$ cat src/rtl/gate_exerciser.sv
// gate_exerciser: drives a two-input gate through all four input vectors,
// holds each for HOLD cycles, samples the gate output at the end of each
// hold window and reports a per-vector fail mask plus an overall pass flag.
module gate_exerciser #(
   parameter int unsigned HOLD  = 10,
   parameter logic [3:0]  TRUTH = 4'b1110
) (
   input  logic       clk,
   input  logic       rst,
   input  logic       start,
   input  logic       gate_out,
   output logic       in1,
   output logic       in2,
   output logic [1:0] vec_idx,
   output logic       busy,
   output logic       done,
   output logic       pass,
   output logic [3:0] fail_mask
);

   localparam int unsigned   CW   = (HOLD > 1) ? $clog2(HOLD) : 1;
   localparam logic [CW-1:0] LAST = CW'(HOLD - 1);

   typedef enum logic {
      IDLE,
      DRIVE
   } state_t;

   state_t        state;
   logic [CW-1:0] cnt;
   logic          mismatch;
   logic [3:0]    fail_next;
   logic [1:0]    vec_next;

   // Sample-edge compare: case-inequality so an X/Z gate output counts as a mismatch.
   always_comb begin
      mismatch  = (gate_out !== TRUTH[vec_idx]);
      fail_next = fail_mask | ({3'b000, mismatch} << vec_idx);
      vec_next  = vec_idx + 2'd1;
   end

   // Sequencer: IDLE waits for start, DRIVE steps through the vectors with registered outputs.
   always_ff @(posedge clk) begin
      if (rst) begin
         state     <= IDLE;
         cnt       <= '0;
         vec_idx   <= '0;
         in1       <= 1'b0;
         in2       <= 1'b0;
         busy      <= 1'b0;
         done      <= 1'b0;
         pass      <= 1'b0;
         fail_mask <= '0;
      end else begin
         case (state)
            IDLE: begin
               done <= 1'b0;
               if (start) begin
                  state     <= DRIVE;
                  cnt       <= '0;
                  vec_idx   <= '0;
                  in1       <= 1'b0;
                  in2       <= 1'b0;
                  busy      <= 1'b1;
                  pass      <= 1'b0;
                  fail_mask <= '0;
               end
            end
            DRIVE: begin
               if (cnt != LAST) begin
                  cnt <= cnt + 1'b1;
               end else begin
                  fail_mask <= fail_next;
                  cnt       <= '0;
                  if (vec_idx != 2'd3) begin
                     vec_idx <= vec_next;
                     in1     <= vec_next[1];
                     in2     <= vec_next[0];
                  end else begin
                     state   <= IDLE;
                     busy    <= 1'b0;
                     done    <= 1'b1;
                     pass    <= (fail_next == 4'b0000);
                     vec_idx <= '0;
                     in1     <= 1'b0;
                     in2     <= 1'b0;
                  end
               end
            end
            default: state <= IDLE;
         endcase
      end
   end

endmodule

$ cat config.mk
export PLATFORM = sky130hd
export DESIGN_NAME = gate_exerciser
export DESIGN_NICKNAME = d
export VERILOG_FILES = /design/src/rtl/gate_exerciser.sv
export SDC_FILE = /design/constraint.sdc
export NUM_CORES = 1
export LEC_CHECK = 0
export BUFFER_PORTS_ARGS = -buffer_cell sky130_fd_sc_hd__buf_2
export CORE_AREA = 2 2 39 41
export CTS_BUF_LIST = sky130_fd_sc_hd__clkbuf_4 sky130_fd_sc_hd__clkbuf_8
export CTS_CLUSTER_SIZE = 12
export DETAILED_ROUTE_END_ITERATION = 10
export DIE_AREA = 0 0 41 43
export GPL_TIMING_DRIVEN = 0
export PLACE_DENSITY = 0.75
export SYNTH_ARGS = -nofsm -noshare
export SYNTH_HDL_FRONTEND = slang
export SYNTH_SLANG_ARGS = --single-unit
$ cat constraint.sdc
create_clock -name clk -period 1.5 [get_ports clk]
set_input_delay 0.225 -clock clk [delete_from_list [all_inputs] [get_ports clk]]
set_output_delay 0.225 -clock clk [all_outputs]
set_load 0.02 [all_outputs]
Yosys cells after proc, flatten, opt, wreduce, memory -nomap -nowiden
Cells that the tools add are included.
{"block": "word_totals", "input_bits": 4, "word_cells": 57, "reg_bits": 16, "output_inout_bits": 11}
{"block": "classes", "bitwise_logic": 2, "n_reduce_logical": 4, "add_sub_neg": 2, "n_lt_le_gt_ge": 1, "muxes": 32, "n_eq_ne": 6, "shift": 1}
{"operator": "$mux W1", "n": 16}
{"operator": "$pmux W4 S2", "n": 2}
{"operator": "$mux W4", "n": 3}
{"operator": "$pmux W1 S2", "n": 6}
{"operator": "$ne A2 B2 Y1 const B", "n": 4}
{"operator": "$mux W2", "n": 3}
{"operator": "$add A4 B1 Y4 const B", "n": 1}
{"operator": "$logic_not A4 Y1", "n": 1}
{"operator": "$ne A4 B4 Y1 const B", "n": 1}
{"operator": "$or A4 B4 Y4", "n": 1}
{"operator": "$pmux W2 S2", "n": 1}
{"operator": "$reduce_and A2 Y1", "n": 2}
{"operator": "$shl A1 B2 Y4", "n": 1}
{"operator": "$lt A2 B3 Y1 const B", "n": 1}
{"operator": "$reduce_and A3 Y1", "n": 1}
{"operator": "$add A2 B1 Y2 const B", "n": 1}
{"operator": "$bmux W1 S2", "n": 1}
{"operator": "$nex A1 B1 Y1", "n": 1}
{"operator": "$not A1 Y1", "n": 1}

Logic depth before layout (Yosys ltp)
Gate-level depths: netlist of the first run.
{"block": "depth", "ltp_word": 9, "ltp_mapped": 6}

Least setup slack after synthesis of the first run
Ideal clock, no wire load.
{"block": "synth_timing", "path_type": "flip-flop to flip-flop", "start": "register, netlist name in1", "end": "register fail_mask[2]", "arrival_ns": 1.418, "stages_incl_launch_ff": 6, "setup_time_ns": 0.066, "period_less_slack_ns": 1.483, "path_slack_ns": 0.017, "required_time_ns": 1.434, "path_cell_list": "dfxtp_1 > inv_1 > ha_1 > xnor2_1 > a41oi_1 > nor2_1"}
{"item": "end signal, assigned", "line": "73", "rtl": "fail_mask <= fail_next;"}
{"item": "end, declared", "line": "18", "rtl": "output logic [3:0] fail_mask"}

==> results of run 1 <==
worst register-to-register path, stage by stage, from the launching register on:
cell     delay, ns
dfxtp_2       0.40
inv_1         0.10
ha_1          0.24
xnor2_2       0.27
a41oi_1       0.16
nor2_1        0.10
Yosys cell counts, types with 2 or more instances:
cell type	n
dfxtp_1	14
nor2_1	7
inv_1	6
a21oi_1	5
nand2_1	5
nand3_1	5
a41oi_1	4
buf_4	4
ha_1	4
a31oi_1	2
nand2b_1	2
nand3b_1	2
nand4b_1	2
o21ai_0	2
cell type report:
cell class	count	area, µm²
clock buffer	3	22.5
multi-input combinational	51	349
buffer	5	33.8
inverter	6	22.5
sequential	14	283
timing repair buffer	13	65.1
fill	130	588
tap	16	20.0
stage by stage:
stage                     hold slack [ns]  TNS (ns)  utilization, %
after global placement              0.466         0            55.2
after detailed placement            0.476    -0.220            55.2
after floorplan                     0.432         0               -
after CTS                           0.299         0            57.3
final                               0.312         0            57.5
after global routing                0.312         0            57.5
routing by layer:
| metal | part of all wire, % | vias to the layer above | GRT usage (%) | routed length, µm |
|---|---|---|---|---|
| li1 | - | 306 | - | - |
| met1 | 45 | 284 | 26.9 | 668 |
| met2 | 49 | 12 | 31.3 | 725 |
| met3 | 5.2 | 2 | 9.42 | 77 |
| met4 | 0.41 | 0 | 6.00 | 6 |
| met5 | 0 | - | 0 | 0 |
flip-flops by register name (all words and copies together) (netlist names):
register / flops
in1: 1
busy: 1
vec_idx: 1
pass: 1
cnt: 4
fail_mask: 4
done: 1
state: 1
power groups by stage:
stage	Combinational, µW	Clock, µW	Sequential [µW]
2_1_floorplan	32.1	0	394
3_3_place_gp	47.0	0	392
3_5_place_dp	48.6	0	393
4_1_cts	50.1	216	384
5_1_grt	58.6	235	385
6_report	50.4	208	384
how the worst max path moves through the flow:
stage,end,slack [ns]
6_report,fail_mask[1],0.16
4_1_cts,fail_mask[1],0.02
2_1_floorplan,fail_mask[2],0.02
5_1_grt,fail_mask[3],0.04
3_5_place_dp,fail_mask[1],-0.06
3_3_place_gp,fail_mask[0],0.008
cells in the final DEF (no fill, tap or decap), types with 3 or more instances in the layout:
| cell | instances |
|---|---|
| buf_4 | 4 |
| ha_1 | 4 |
| inv_1 | 6 |
| clkbuf_4 | 3 |
| nor2_1 | 7 |
| dfxtp_1 | 12 |
| nand3_1 | 5 |
| buf_2 | 13 |
| nand2_1 | 5 |
| a21oi_1 | 5 |
| a41oi_1 | 4 |
repair_timing:
action,in CTS,in global routing
endpoints found under the setup margin,5,4
gates resized for setup,1,2
pin swaps,0,1
endpoints found under the hold margin,0,0
cells by family after synthesis:
logic type / count (synthesis) / synth area share (%)
simple gates: 28 / 22.3
flops: 14 / 41.3
fa+ha+maj: 4 / 7.38
compound gates: 18 / 19.4
xor+xnor: 1 / 1.29
buf+inv: 11 / 8.30
==> flow_summary.ini, run 1 <==
[grt]
antenna_found_initial = 0
gr-usage-all-layers_pct = 21.1
grt_pass1_vias = 559
grt-ovfl-total = 0
grt_pass1_wl_um = 2490
grt_max_degree = 11

[synthesis]
syn_inst = 76
ys_types = 26
ys_warn_count = 0
synth_top_cell_by_area = dfxtp_1
ys_top_cells_by_area = dfxtp_1 41%, ha_1 7.4%, a41oi_1 5.2%, buf_4 4.4%, nor2_1 3.9%
ys_seq_elements = 14
syn_nets = 84
yosysSeqAreaShare_pct = 41.3
syn_area_um2 = 678
synth_edf_count = 0
async_flop_share_pct = 0
synth_ff_type = dfxtp_1
syn_avg_cell_area_um2 = 8.92
yosysTopAreaCellShare_pct = 41.3

[pwr]
swShare_pct = 23.8
combPwrFrac_pct = 7.9
clkPwrFrac_pct = 32.4
leakage_uw = 0.000353
power_density_nw_per_um2 = 807
intPower_uw = 490
p_switching_uw = 153
ir_drop_mv = 0.508
finalPower_uw = 643
seqPwrFrac_pct = 59.8

[timing]
min_period_ns = 1.34
fin_ws_ns = 0.156
hold_viol_final = 0
fin_crit_sh_pct = 89.6
finClkSkew_ns = 0.00580
rsz0062_at_grt = no
fmaxAchievable_mhz = 744
slew_headroom_pct = 72.9
tightest_slew_ns = 0.406
setup_violations = 0
slew_violations = 0

[clocking]
clockBufferDepth = 2
cts.clk_slew.worst_paths_ns = 0.07
cts_hold_buf = 0
postCtsSetupBuffers = 0
root_buffer = clkbuf_4
insertion_delay_ns = 0.28
cts_inserted_buffers = 3
clock_sinks = 14
htreeDepth = 1
cts_tree = yes

[drt]
ant_nets = 0
drt-wirelength-per-cell_um = 13.7
first_iter_violations = 14
num_vias = 604
routed_wl_um = 1480
first_pass_iters = 4
via_per_inst = 5.59
route.detailed.drc = 0

[placed_design]
hpwl_um = 1040
gp_congestion = 0.764
place_area_um2 = 763
place_ws_ns = -0.0595
dpl.cell_count = 105
port_buffers = 13

[worst_setup_path]
cp_max_fo = 8
critPathRequiredTime_ns = 1.72
r2r_start = in1
crit_family = flip-flops
crit_type = register to register
startpoint_type = register
arrival_ns = 1.56
critical_path_buf_inv_count = 1
cpPeakStageDelay_ns = 0.40
endpoint_kind = register
cp.depth = 5
r2r.worst_path.cells = 5
crit_chain = inv_1 -> ha_1 -> xnor2_2 -> a41oi_1 -> nor2_1
r2r_slack_ns = 0.16
critPathSlowestCell = dfxtp_2
r2r-end = fail_mask[1]
crit_start = in1

[cells_and_area]
antenna_cells = 0
syn2layout_area_growth_pct = 17.3
drive_gt1_share_pct = 26.1
instances_no_fill = 108
design_area_um2 = 796
nets = 102

[floorplan]
die_h_um = 43
core-area_um2 = 1380
dieWidth_um = 41
dieArea_um2 = 1760
io_pins = 15
fp-row-count = 14
initial_core_util_pct = 49.0

[min_path]
min_to = cnt[1]
hp-start = start
hold_depth = 4
hold_path_class = primary input to register

[run_status]
status = finished clean

[run]
cap_violations = 0
Power figures use the tool's default switching activity.
==> inputs of run 2 (changes only) <==
==> config.mk (replaced) <==
export PLATFORM = sky130hd
export DESIGN_NAME = gate_exerciser
export DESIGN_NICKNAME = d
export VERILOG_FILES = /design/src/rtl/gate_exerciser.sv
export SDC_FILE = /design/constraint.sdc
export NUM_CORES = 1
export LEC_CHECK = 0
export ABC_AREA = 1
export BUFFER_PORTS_ARGS = -buffer_cell sky130_fd_sc_hd__buf_2
export CORE_MARGIN = 1
export CORE_UTILIZATION = 54
export CTS_BUF_LIST = sky130_fd_sc_hd__clkbuf_4 sky130_fd_sc_hd__clkbuf_8
export CTS_CLUSTER_SIZE = 12
export DETAILED_ROUTE_END_ITERATION = 10
export GPL_TIMING_DRIVEN = 0
export PLACE_DENSITY = 0.78
export SYNTH_ARGS = -nofsm -noshare
export SYNTH_HDL_FRONTEND = slang
export SYNTH_SLANG_ARGS = --single-unit
==> flow_summary.ini, run 2 <==
[cells_and_area]
layout_commonest_cell = inv_1
drive_gt1_share_pct = 24.6
nets = 128
top_regs = cnt x4, fail_mask x4
final_core_util_pct = 70.9
syn2layout_area_growth_pct = 15.9
fillers = 106
final_cell_mix = 21 x inv_1, 15 x nand2_1, 13 x nor2_1, 13 x buf_2, 11 x dfxtp_1
antenna_cells = 0
design_area_um2 = 831

[grt]
grt_pass1_vias = 532
grt_max_degree = 10
antenna_found_initial = 0
gr-usage-all-layers_pct = 21.1
grt-ovfl-total = 0
globalRouteMet3Util_pct = 5.23
grt_pass1_wl_um = 2100
grt_use_met2_pct = 29.2
grt_use_met1_pct = 29.0
grt-busiest-layer = met2

[synthesis]
syn_area_um2 = 717
synth_top_cell_by_area = dfxtp_1
syn_inst = 102
ys_top_cells_by_area = dfxtp_1 39%, inv_1 12%, nand2_1 7.9%, ha_1 7.0%, nand3_1 7.0%
ys_seq_elements = 14
synth_xor_area_share_pct = 0
synth_most_common_cell = inv_1
yosysTopAreaCellShare_pct = 39.1
synth-adder-area-share_pct = 6.98
ys_top_cells_by_count = 23 x inv_1, 15 x nand2_1, 14 x dfxtp_1
synth_edf_count = 0
syn_avg_cell_area_um2 = 7.03
syn_nets = 110
yosysSeqAreaShare_pct = 39.1
ys_types = 18
synth_top_family_by_area = simple AND/OR/NAND/NOR gates
synth_ff_type = dfxtp_1
synthSimpleGateAreaFrac_pct = 23.9
muxShareOfSynthArea_pct = 0
ys_warn_count = 0
async_flop_share_pct = 0
synth_compound_area_share_pct = 14.8

[clocking]
clock_sinks = 14
cts_inserted_buffers = 3
clockBufferDepth = 2
cts.clk_slew.worst_paths_ns = 0.08
htreeDepth = 1
root_buffer = clkbuf_4
cts_hold_buf = 0
ctsResizeCount = 0
postCtsSetupBuffers = 0
cts_tree = yes
insertion_delay_ns = 0.27

[floorplan]
fp-row-count = 12
initial_core_util_pct = 61.2
dieArea_um2 = 1480
io_pins = 15
dieWidth_um = 38.4
die_h_um = 38.4
core-area_um2 = 1170

[timing]
finClkSkew_ns = 0.00569
fin_crit_sh_pct = 91.7
setup_violations = 0
setup_tns_ns = 0
fin_ws_ns = 0.124
slew_headroom_pct = 69.3
fmaxAchievable_mhz = 727
rsz0062_at_grt = no
slew_violations = 0
hold_viol_final = 0
min_period_ns = 1.38
tightest_slew_ns = 0.460

[worst_setup_path]
cp_max_fo = 5
r2r.worst_path.cells = 8
arrival_ns = 1.58
crit_start = cnt[1]
r2r-end = pass
startpoint_type = register
r2r_start = cnt[1]
crit_type = register to register
critPathRequiredTime_ns = 1.71
r2r_slack_ns = 0.12
cp-endpoint = pass
endpoint_kind = register

[run_status]
status = finished clean

[drt]
route.detailed.drc = 0
routed_wl_um = 1380
num_vias = 669
first_pass_iters = 5
first_iter_violations = 14
drt-wirelength-per-cell_um = 10.4
ant_nets = 0
via_per_inst = 5.07

[pwr]
leakage_uw = 0.000449
ir_drop_mv = 0.521
power_density_nw_per_um2 = 786

[run]
cap_violations = 0

[placed_design]
hpwl_um = 988
port_buffers = 13
place_area_um2 = 800
place_ws_ns = 0.0327
gp_congestion = 0.839

[min_path]
hold_path_class = primary input to register
## run 2: cell count changes after synthesis, moves of 4 or more
| cell | before | now |
|---|---|---|
| nand2_1 | 5 | 15 |
| inv_1 | 6 | 23 |
| nor2_1 | 7 | 13 |
| o211ai_1 | 0 | 4 |
| a41oi_1 | 4 | 0 |
| nand3_1 | 5 | 10 |
## run 2: kinds of logic after synthesis
logic type | count (synthesis)
flip-flops | 14
AND/OR/NAND/NOR | 40
buffers and inverters | 27
AO/OA/AOI/OAI | 17
adder cells (fa/ha/maj) | 4
## run 2: area by class of cell
cell class / instances / area, µm² / share of cell area (%)
Multi-Input combinational cell: 61 / 330 / 39.8
Buffer: 3 / 18.8 / 2.26
Inverter: 24 / 90.1 / 10.8
Clock buffer: 3 / 22.5 / 2.71
Tap cell: 14 / 17.5 / 2.11
Sequential cell: 14 / 287 / 34.5
Timing Repair Buffer: 13 / 65.1 / 7.83
## run 2: how the worst min path moves through the flow
| stage | from | to | cells after the start |
|---|---|---|---|
| final | rst | cnt[1] | 2 |
| after global routing | rst | cnt[1] | 2 |
| after CTS | rst | cnt[1] | 2 |
| after detailed placement | pass | pass | 2 |
| after global placement | pass | pass | 2 |
| after floorplan | cnt[3] | cnt[3] | 2 |
## run 2: stage by stage
| stage | power, µW | hold WS, ns | std cells |
|---|---|---|---|
| floorplan | 442 | 0.469 | 102 |
| global placement | 456 | 0.465 | 129 |
| detailed placement | 458 | 0.471 | 129 |
| CTS | 660 | 0.324 | 132 |
| global route | 691 | 0.347 | 132 |
| finish | 653 | 0.337 | 132 |
## run 2: report_power, final
group | internal [µW] | total [µW] | switching (µW)
clock | 92.9 | 204 | 111
sequential | 378 | 387 | 8.78
combinational | 21.2 | 61.7 | 40.5
## run 2: critical path: stages, from the launching register on
cell and delay (ns):
dfxtp_1 0.33, inv_1 0.07, ha_1 0.15, nand2_2 0.07, o21ai_2 0.24, nand3_2 0.11
nor2_1 0.12, nand3_1 0.10, a21oi_2 0.12
## run 2: layer usage
layer  vias up  part of all wire [%]
met5         -                     0
met2        18                    42
met1       290                    51
met3         4                   4.9
met4         0                   1.7
li1        357                     -
